File: config.mk
export PLATFORM = sky130hd
export DESIGN_NAME = fetch_ctrl
export DESIGN_NICKNAME = d
export VERILOG_FILES = /design/src/rtl/fetch_ctrl.sv
export SDC_FILE = /design/constraint.sdc
export NUM_CORES = 1
export LEC_CHECK = 0
export CAP_MARGIN = 25
export CORE_MARGIN = 5
export CORE_UTILIZATION = 40
export DETAILED_ROUTE_END_ITERATION = 10
export PLACE_DENSITY = 0.66
export RECOVER_POWER = 50
export SLEW_MARGIN = 25
export SYNTH_ARGS = -nofsm -noshare
export SYNTH_HDL_FRONTEND = slang
export SYNTH_SLANG_ARGS = --single-unit
File: constraint.sdc
create_clock -name clk -period 2.4 [get_ports clk]
set_input_delay 0.36 -clock clk [delete_from_list [all_inputs] [get_ports clk]]
set_output_delay 0.36 -clock clk [all_outputs]
set_load 0.1 [all_outputs]
File: src/rtl/fetch_ctrl.sv
// rtl/fetch_ctrl.sv - fetch-stage sequencing controller
//
// Issues one read at a time to a multi-cycle instruction memory, hands the
// returned word to decode, and drives the PC write-enable / PC mux select.
// Redirects reload the PC and squash any response still in flight. HALT and
// memory timeout are terminal states left only through reset.
//
// Ports:
//   clk          system clock, rising edge
//   rst          asynchronous active-low reset
//   mem_stall    memory cannot accept a request this cycle
//   mem_done     memory read data valid this cycle
//   dec_ready    IF/ID register can accept an instruction
//   redirect     taken branch/jump, target valid this cycle
//   halt_in      HALT decoded
//   mem_rd       read request at current PC
//   ibuf_ld      capture memory data into the fetch buffer
//   instr_valid  buffered instruction presented to IF/ID
//   en_PC        PC register write-enable
//   pc_sel       PC mux select: 1 = branch target, 0 = PC+2
//   halted       controller in HALT
//   err          sticky memory-timeout error
//   fetch_cnt    instructions accepted by decode (wraps)

module fetch_ctrl #(
    parameter int TIMEOUT = 16,
    parameter int CNT_W   = 16
) (
    input  logic             clk,
    input  logic             rst,
    input  logic             mem_stall,
    input  logic             mem_done,
    input  logic             dec_ready,
    input  logic             redirect,
    input  logic             halt_in,
    output logic             mem_rd,
    output logic             ibuf_ld,
    output logic             instr_valid,
    output logic             en_PC,
    output logic             pc_sel,
    output logic             halted,
    output logic             err,
    output logic [CNT_W-1:0] fetch_cnt
);

    localparam int            TW    = $clog2(TIMEOUT);
    localparam logic [TW-1:0] TLAST = TW'(TIMEOUT - 1);

    typedef enum logic [2:0] {
        S_IDLE,
        S_REQ,
        S_WAIT,
        S_HOLD,
        S_HALT,
        S_ERR
    } state_t;

    state_t        state, state_n;
    logic          squash, squash_n;
    logic [TW-1:0] timer, timer_n;
    logic          cnt_inc;

    always_ff @(posedge clk or negedge rst) begin
        if (!rst) begin
            state     <= S_IDLE;
            squash    <= 1'b0;
            timer     <= '0;
            fetch_cnt <= '0;
        end else begin
            state  <= state_n;
            squash <= squash_n;
            timer  <= timer_n;
            if (cnt_inc) begin
                fetch_cnt <= fetch_cnt + CNT_W'(1);
            end
        end
    end

    always_comb begin
        state_n     = state;
        squash_n    = squash;
        timer_n     = timer;
        cnt_inc     = 1'b0;
        mem_rd      = 1'b0;
        ibuf_ld     = 1'b0;
        instr_valid = 1'b0;
        en_PC       = 1'b0;
        pc_sel      = 1'b0;
        halted      = 1'b0;
        err         = 1'b0;

        case (state)
            S_IDLE: begin
                if (halt_in) begin
                    state_n = S_HALT;
                end else begin
                    state_n = S_REQ;
                    if (redirect) begin
                        en_PC  = 1'b1;
                        pc_sel = 1'b1;
                    end
                end
            end

            S_REQ: begin
                if (halt_in) begin
                    state_n = S_HALT;
                end else if (redirect) begin
                    // Hold the request back so it goes out with the new PC.
                    en_PC  = 1'b1;
                    pc_sel = 1'b1;
                end else begin
                    mem_rd = 1'b1;
                    if (!mem_stall) begin
                        state_n = S_WAIT;
                        timer_n = '0;
                    end
                end
            end

            S_WAIT: begin
                if (halt_in) begin
                    state_n = S_HALT;
                end else begin
                    timer_n = timer + TW'(1);
                    if (redirect) begin
                        en_PC  = 1'b1;
                        pc_sel = 1'b1;
                    end
                    if (mem_done) begin
                        // A response for a PC that has since been redirected is
                        // dropped; the next request fetches from the new target.
                        if (squash || redirect) begin
                            squash_n = 1'b0;
                        end else begin
                            ibuf_ld = 1'b1;
                        end
                        state_n = (squash || redirect) ? S_REQ : S_HOLD;
                    end else if (timer == TLAST) begin
                        state_n = S_ERR;
                    end else if (redirect) begin
                        squash_n = 1'b1;
                    end
                end
            end

            S_HOLD: begin
                if (halt_in) begin
                    state_n = S_HALT;
                end else if (redirect) begin
                    en_PC   = 1'b1;
                    pc_sel  = 1'b1;
                    state_n = S_REQ;
                end else begin
                    instr_valid = 1'b1;
                    if (dec_ready) begin
                        en_PC   = 1'b1;
                        cnt_inc = 1'b1;
                        state_n = S_REQ;
                    end
                end
            end

            S_HALT: halted = 1'b1;

            S_ERR: err = 1'b1;

            default: state_n = S_ERR;
        endcase
    end

endmodule

==> results of run 1 <==
worst paths after layout:
| check | slack, ns | to | startpoint | cells after the start |
|---|---|---|---|---|
| min in group asynchronous | 0.84 | squash | rst | 2 |
| max in group asynchronous | 0.78 | fetch_cnt[5] | rst | 2 |
| worst max-delay path | 0.14 | ibuf_ld | halt_in | 6 |
| worst max register to register | 0.51 | fetch_cnt[5] | state[2] | 4 |
| worst min register to register | 0.48 | fetch_cnt[15] | fetch_cnt[15] | 1 |
| worst min-delay path | 0.48 | fetch_cnt[15] | fetch_cnt[15] | 1 |
kinds of logic (layout without fill, tap and decap cells):
kind of cell             count (synthesis)  count (layout)  share of synthesized area
adder cells (fa/ha/maj)                  2               2                     0.0195
multiplexers                             3               3                     0.0293
AO/OA/AOI/OAI                           17              17                     0.0899
AND/OR/NAND/NOR                         50              50                      0.232
buffers and inverters                    9              40                     0.0508
XOR/XNOR                                16              16                      0.109
flip-flops                              24              24                      0.469
flip-flops by register name (all words and copies together), names as in the netlist:
register / cells
fetch_cnt: 16
squash: 1
state: 3
timer: 4
power groups by stage:
stage                     Combinational [W]  Sequential, W  Clock (W)
after floorplan                    0.000183       0.000452          0
after global placement             0.000247       0.000456          0
after detailed placement           0.000253       0.000458          0
after CTS                          0.000253       0.000450   0.000294
after global routing               0.000263       0.000454   0.000313
final                              0.000247       0.000451   0.000286
per-layer routing:
layer  part of all wire  GRT usage  vias up
li1                   -          -      489
met1               0.46      0.157      476
met2               0.48      0.220       22
met3              0.062     0.0337        2
met4             0.0054     0.0330        0
met5                  0          0        -
cell type report:
class | count | area, um2
Sequential cell | 24 | 601
Multi-Input combinational cell | 88 | 631
Tap cell | 44 | 55.1
Timing Repair Buffer | 33 | 297
Clock inverter | 1 | 30.0
Clock buffer | 3 | 22.5
Fill cell | 292 | 1410
Inverter | 3 | 11.3
cells in the final DEF, fill, tap and decap left out, drive strengths merged:
master         count
clkdlybuf4s50      5
dfrtp             24
nand2b             1
nand2             12
dlygate4sd3        1
mux2               3
nand3              9
a211o              1
and3               3
o31ai              1
a21oi              3
nor2               6
nor4               2
bufinv             1
nor4b              1
and3b              1
nor3b              1
o21bai             2
ha                 2
a31oi              3
or4b               1
xnor2             11
nand4              3
nor2b              1
nor3               6
a22o               2
or3                2
o21a               1
o211ai             1
or2b               1
inv                3
buf               16
xor2               5
o21ai              2
a21o               1
clkbuf            14
per-stage QoR:
step           TNS [ns]  utilization  worst slack (ns)
3_5_place_dp          0        0.536             0.132
5_1_grt               0        0.539            0.0810
2_1_floorplan    -0.457            -            -0.229
6_report              0        0.539             0.139
4_1_cts               0        0.553             0.125
3_3_place_gp          0        0.536             0.167
==> impl_results.md, run 1 <==
- Fraction of registers with async set or reset after synthesis: 1.00
- Synth top area share: 0.469
- Cts repair resizes: 0
- Pwr dens: roughly 600 mW/mm2
- Initial drt markers: 14
- Chip Height: between 60 and 70 um
- Run status: completed
- Min-Delay Path Class: flop to flop
- DRC violations left: 0
- Clk_skew: 0.00911 ns
- Area of the core: 0.00305 mm2
- Synth Warn #: 0
- Tot Pwr: 0.000984 W
- Sw frac: 0.312
- I/O Buffers: 29
- Root Driver: clkbuf_4
- CP Class: input pin to output port
- Via count: between 900 and 1k
- Routed wire length: approximately 2.6 mm
- Clk_lat worst skew: 0.31 ns
- Most numerous cell in the Yosys netlist: dfrtp_1
- Clock sink count: 24
- Worst Max-Slew Pin Slew: ~1.3 ns
- Clock share of power: 0.291
- Share of cells above drive strength 1: 0.191
- Period Utilization, post-route: 0.942
- Final worst path period need: between 2 and 2.5 ns
- Initial core utilization: 0.420
- Pins over their slew limit: 0
- Startpoint Class: input pin
- Synthesis-to-finish area growth: 28.5%
- Crit-path cells: clkdlybuf4s50_1, nor4b_4, nand2_1, or3_1, inv_1, buf_12
- Site Rows: 20
- First-pass GRT wire length: about 4.4 mm
- Design Area, Final: approximately 0.0016 mm2
- Seq/Total Area, Yosys: 0.469
- All-Layer GR Usage: 0.128
- Syn Inst Count: between 100 and 150
- Routed Antenna Nets: 0
- Top FF cell, synth: dfrtp_1
- F_max: between 400 and 500 MHz
- Final GP Congestion: about 0.8
- Post-layout nets: roughly 160
- Max_cap viols: 0
- Pint: approximately 0.00068 W
- Ant. Diodes: 0
- Post-CTS Setup Bufs: 0
- Die Wd: approximately 67 um
- H-tree depth: 1
- CP Data Required Time: 2.04 ns
- TritonRoute pass-1 iters: 4
- Initial antenna violation count: 0
- Combinational group share of total power: 0.251
- Congestion Overflow GR: 0
- Flops & latches, synth: 24
- Seq pwr share: 0.458
- Mapped cell area: 0.00128 mm2
- TritonCTS clock tree: built
- Number of global-route vias before repair: between 1k and 1.5k
- RSZ-0062 raised after global routing: false
- Placed cell count: between 150 and 200
- Slowest stage cell, crit path: clkdlybuf4s50_1
- Largest net degree at the start of global routing: 25
- Hold slack: 0.482 ns
- CP Capture Type: output port
- Non-Filler Instances: slightly below 200
- Clk buf depth: 2
- I/O pin total: 30
- Die area: about 0.0044 mm2
- Synthesized area per cell: approximately 11 um2
- Static Leak: between 0.7 and 0.8 nW
- Rel. slew slack: 0.119
- Synth area leader: dfrtp_1
- Syn Nets: 130
- Vias/cell: 5.05
- CTS Hold Bufs: 0
- Largest cells by area after synthesis: dfrtp_1 47%, xnor2_1 7.5%, nand3_1 3.5%, buf_6 3.5%, nand2_1 3.5%
- Maximum fanout along the worst path: 4
- CP delay by family, top: buffers and inverters
- Buf+Inv Stages, Crit Path: 3
- Clock-pin slew on the worst setup and hold paths: around 0.13 ns
- Switch Pwr: just over 0.0003 W
- WL per Instance: 13.2 um
- Synth cell count leaders: 24 x dfrtp_1, 12 x nand2_1, 11 x xnor2_1
- Setup Viol. Count Final: 0
- Final HPWL DP: just under 2 mm
- Final hold viol count: 0
- Dpl cell area: ~0.0016 mm2
- IR drop worst, VDD: ~0.00031 V
- Post-synth EDFFs: 0
- CTS buffer count: 3
- Post-synthesis cell type count: 36
- Max incr delay on CP: ~0.52 ns
- Critical Path AT: approximately 1.9 ns
(Power assumes the default switching activity.)
==> run 2, diff against run 1 <==
- CELL_PAD_IN_SITES_DETAIL_PLACEMENT: unset -> 1
- CELL_PAD_IN_SITES_GLOBAL_PLACEMENT: unset -> 1
- CORE_MARGIN: 5 -> 10
- CORE_UTILIZATION: 40 -> 37
- GPL_TIMING_DRIVEN: unset -> 0
- PLACE_DENSITY: 0.66 -> unset
- PLACE_DENSITY_LB_ADDON: unset -> 0.1
==> impl_results.md, run 2 (synthesized netlist as in run 1, its figures left out) <==
- CTS Hold Bufs: 0
- Pre-CTS WS: -0.567 ns
- Root Driver: clkbuf_4
- Period Utilization, post-route: 0.965
- CTS buffer count: 3
- CP Capture Type: output port
- Setup WS post-layout: 0.0838 ns
- I/O pin total: 30
- First-pass GRT wire length: 5.52 mm
- Commonest non-fill, non-tap cell in the layout: dfrtp_1
- Startpoint Class: flop
- Final GP Congestion: about 0.76
- Number of flip-flops in the largest register: 16
- Ant. Diodes: 0
- CP delay by family, top: buffers and inverters
- Pwr dens: 532 mW/mm2
- Max incr delay on CP: 1.17 ns
- Static Leak: roughly 0.73 nW
- Final Core Density: 0.492
- Worst Max-Slew Pin Slew: 1.31 ns
- Rel. slew slack: 0.130
- Run status: completed
- Share of cells above drive strength 1: 0.164
- TritonRoute pass-1 iters: 2
- Dpl cell area: approximately 0.0016 mm2
- Final worst path period need: 2.32 ns
- CP Data Required Time: approximately 2 ns
- Synthesis-to-finish area growth: 28.0%
- Clock sink count: 24
- Post-layout nets: ~160
- Crit-path cells: clkdlybuf4s50_1
- R2r endpoint: fetch_cnt[14]
- H-tree depth: 1
- IR drop worst, VDD: 0.000204 V
- Routed wire length: 3.21 mm
- Initial drt markers: 42
- All-Layer GR Usage: 0.108
- Vias/cell: 5.15
- I/O Buffers: 27
- Clk buf depth: 2
- Routed Antenna Nets: 0
- Critical Path AT: 1.96 ns
- Min-Delay Path Class: input pin to async pin
- Worst reg2reg setup slack: 0.37 ns
- Clock-pin slew on the worst setup and hold paths: 0.13 ns
- Biggest register: fetch_cnt
- F_max: approximately 430 MHz
- Area of the core: approximately 0.0033 mm2
- Buf+Inv Stages, Crit Path: 1
- Most frequent cells in the layout: 24 x dfrtp_1, 19 x clkdlybuf4s50_1, 12 x nand2_1
- Largest net degree at the start of global routing: 25
- Number of global-route vias before repair: 1152
- Final hold viol count: 0
- Setup Viol. Count Final: 0
- Clk_skew: approximately 0.003 ns
- DRC violations left: 0
- Congestion Overflow GR: 0
- TritonCTS clock tree: built
- Pins over their slew limit: 0
- Max_cap viols: 0
- Via count: between 1k and 1.5k
- Clk_lat worst skew: about 0.32 ns
- RSZ-0062 raised after global routing: false
- Die Wd: around 79 um
- Initial core utilization: 0.384
- Top Registers: fetch_cnt: 16 flops, timer: 4 flops, state: 3 flops
- R2R cell count: 6
- Worst r2r src: state[2]
- Maximum fanout along the worst path: 6
- Chip Height: approximately 80 um
- Site Rows: 21
- WL per Instance: between 15 and 20 um
- Die area: just over 0.006 mm2
- Design Area, Final: approximately 0.0016 mm2
- Final HPWL DP: between 2 and 2.5 mm
- Initial antenna violation count: 0
- CP Class: flop to output port
- Slowest stage cell, crit path: clkdlybuf4s50_1
[run 2: changes by cell type in the layout (fill, tap and decap cells not counted), sizes merged]
cell           before  now
buf                16    9
bufinv              1    0
clkbuf             14    6
clkdlybuf4s15       0    2
clkdlybuf4s50       5   19
dlygate4sd2         0    1
dlygate4sd3         1    0
[run 2: report_power, final]
group / switching (W) / total (W) / internal (W)
registers: 0.0000125 / 0.000431 / 0.000419
clock network: 0.000126 / 0.000185 / 0.0000590
logic: 0.000174 / 0.000257 / 0.0000828
[run 2: area by class of cell]
type | count | area, um2
multi-input combinational | 88 | 624
buffer | 6 | 56.3
fill | 407 | 1700
tap | 46 | 57.6
inverter | 3 | 11.3
sequential | 24 | 601
timing repair buffer | 28 | 268
clock buffer | 3 | 22.5
[run 2: repair_timing]
| item | 4_1_cts | 5_1_grt |
|---|---|---|
| gates resized for setup | 24 | 9 |
| pin swaps | 0 | 1 |
| setup buffers | 0 | 1 |
| setup endpoints to repair | 7 | 2 |
| hold endpoints to repair | 0 | 0 |
[run 2: how the worst max path moves through the flow]
stage	start	endpoint	slack, ns	cells after the start
after floorplan	state[2]	instr_valid	-0.23	4
after global routing	state[2]	ibuf_ld	0.006	6
after global placement	state[2]	ibuf_ld	-0.55	6
after CTS	state[2]	ibuf_ld	-0.1	6
after detailed placement	state[2]	ibuf_ld	-0.57	6
final	fetch_cnt[3]	fetch_cnt[3]	0.08	1
[run 2: per-stage QoR]
step	hold slack, ns	instances	total power (W)	TNS [ns]
6_report	0.289	198	0.000872	0
4_1_cts	0.0118	197	0.000885	-0.0981
3_3_place_gp	0.465	194	0.000698	-1.22
2_1_floorplan	0.0644	121	0.000635	-0.457
3_5_place_dp	0.386	194	0.000701	-1.45
5_1_grt	0.399	198	0.000923	0
[run 2: per-layer routing]
layer,global-route usage,share of wire,vias to the layer above
met5,0,0,-
met4,0.0376,0.013,0
met3,0.0372,0.069,5
met2,0.180,0.49,21
met1,0.128,0.42,508
li1,-,-,486
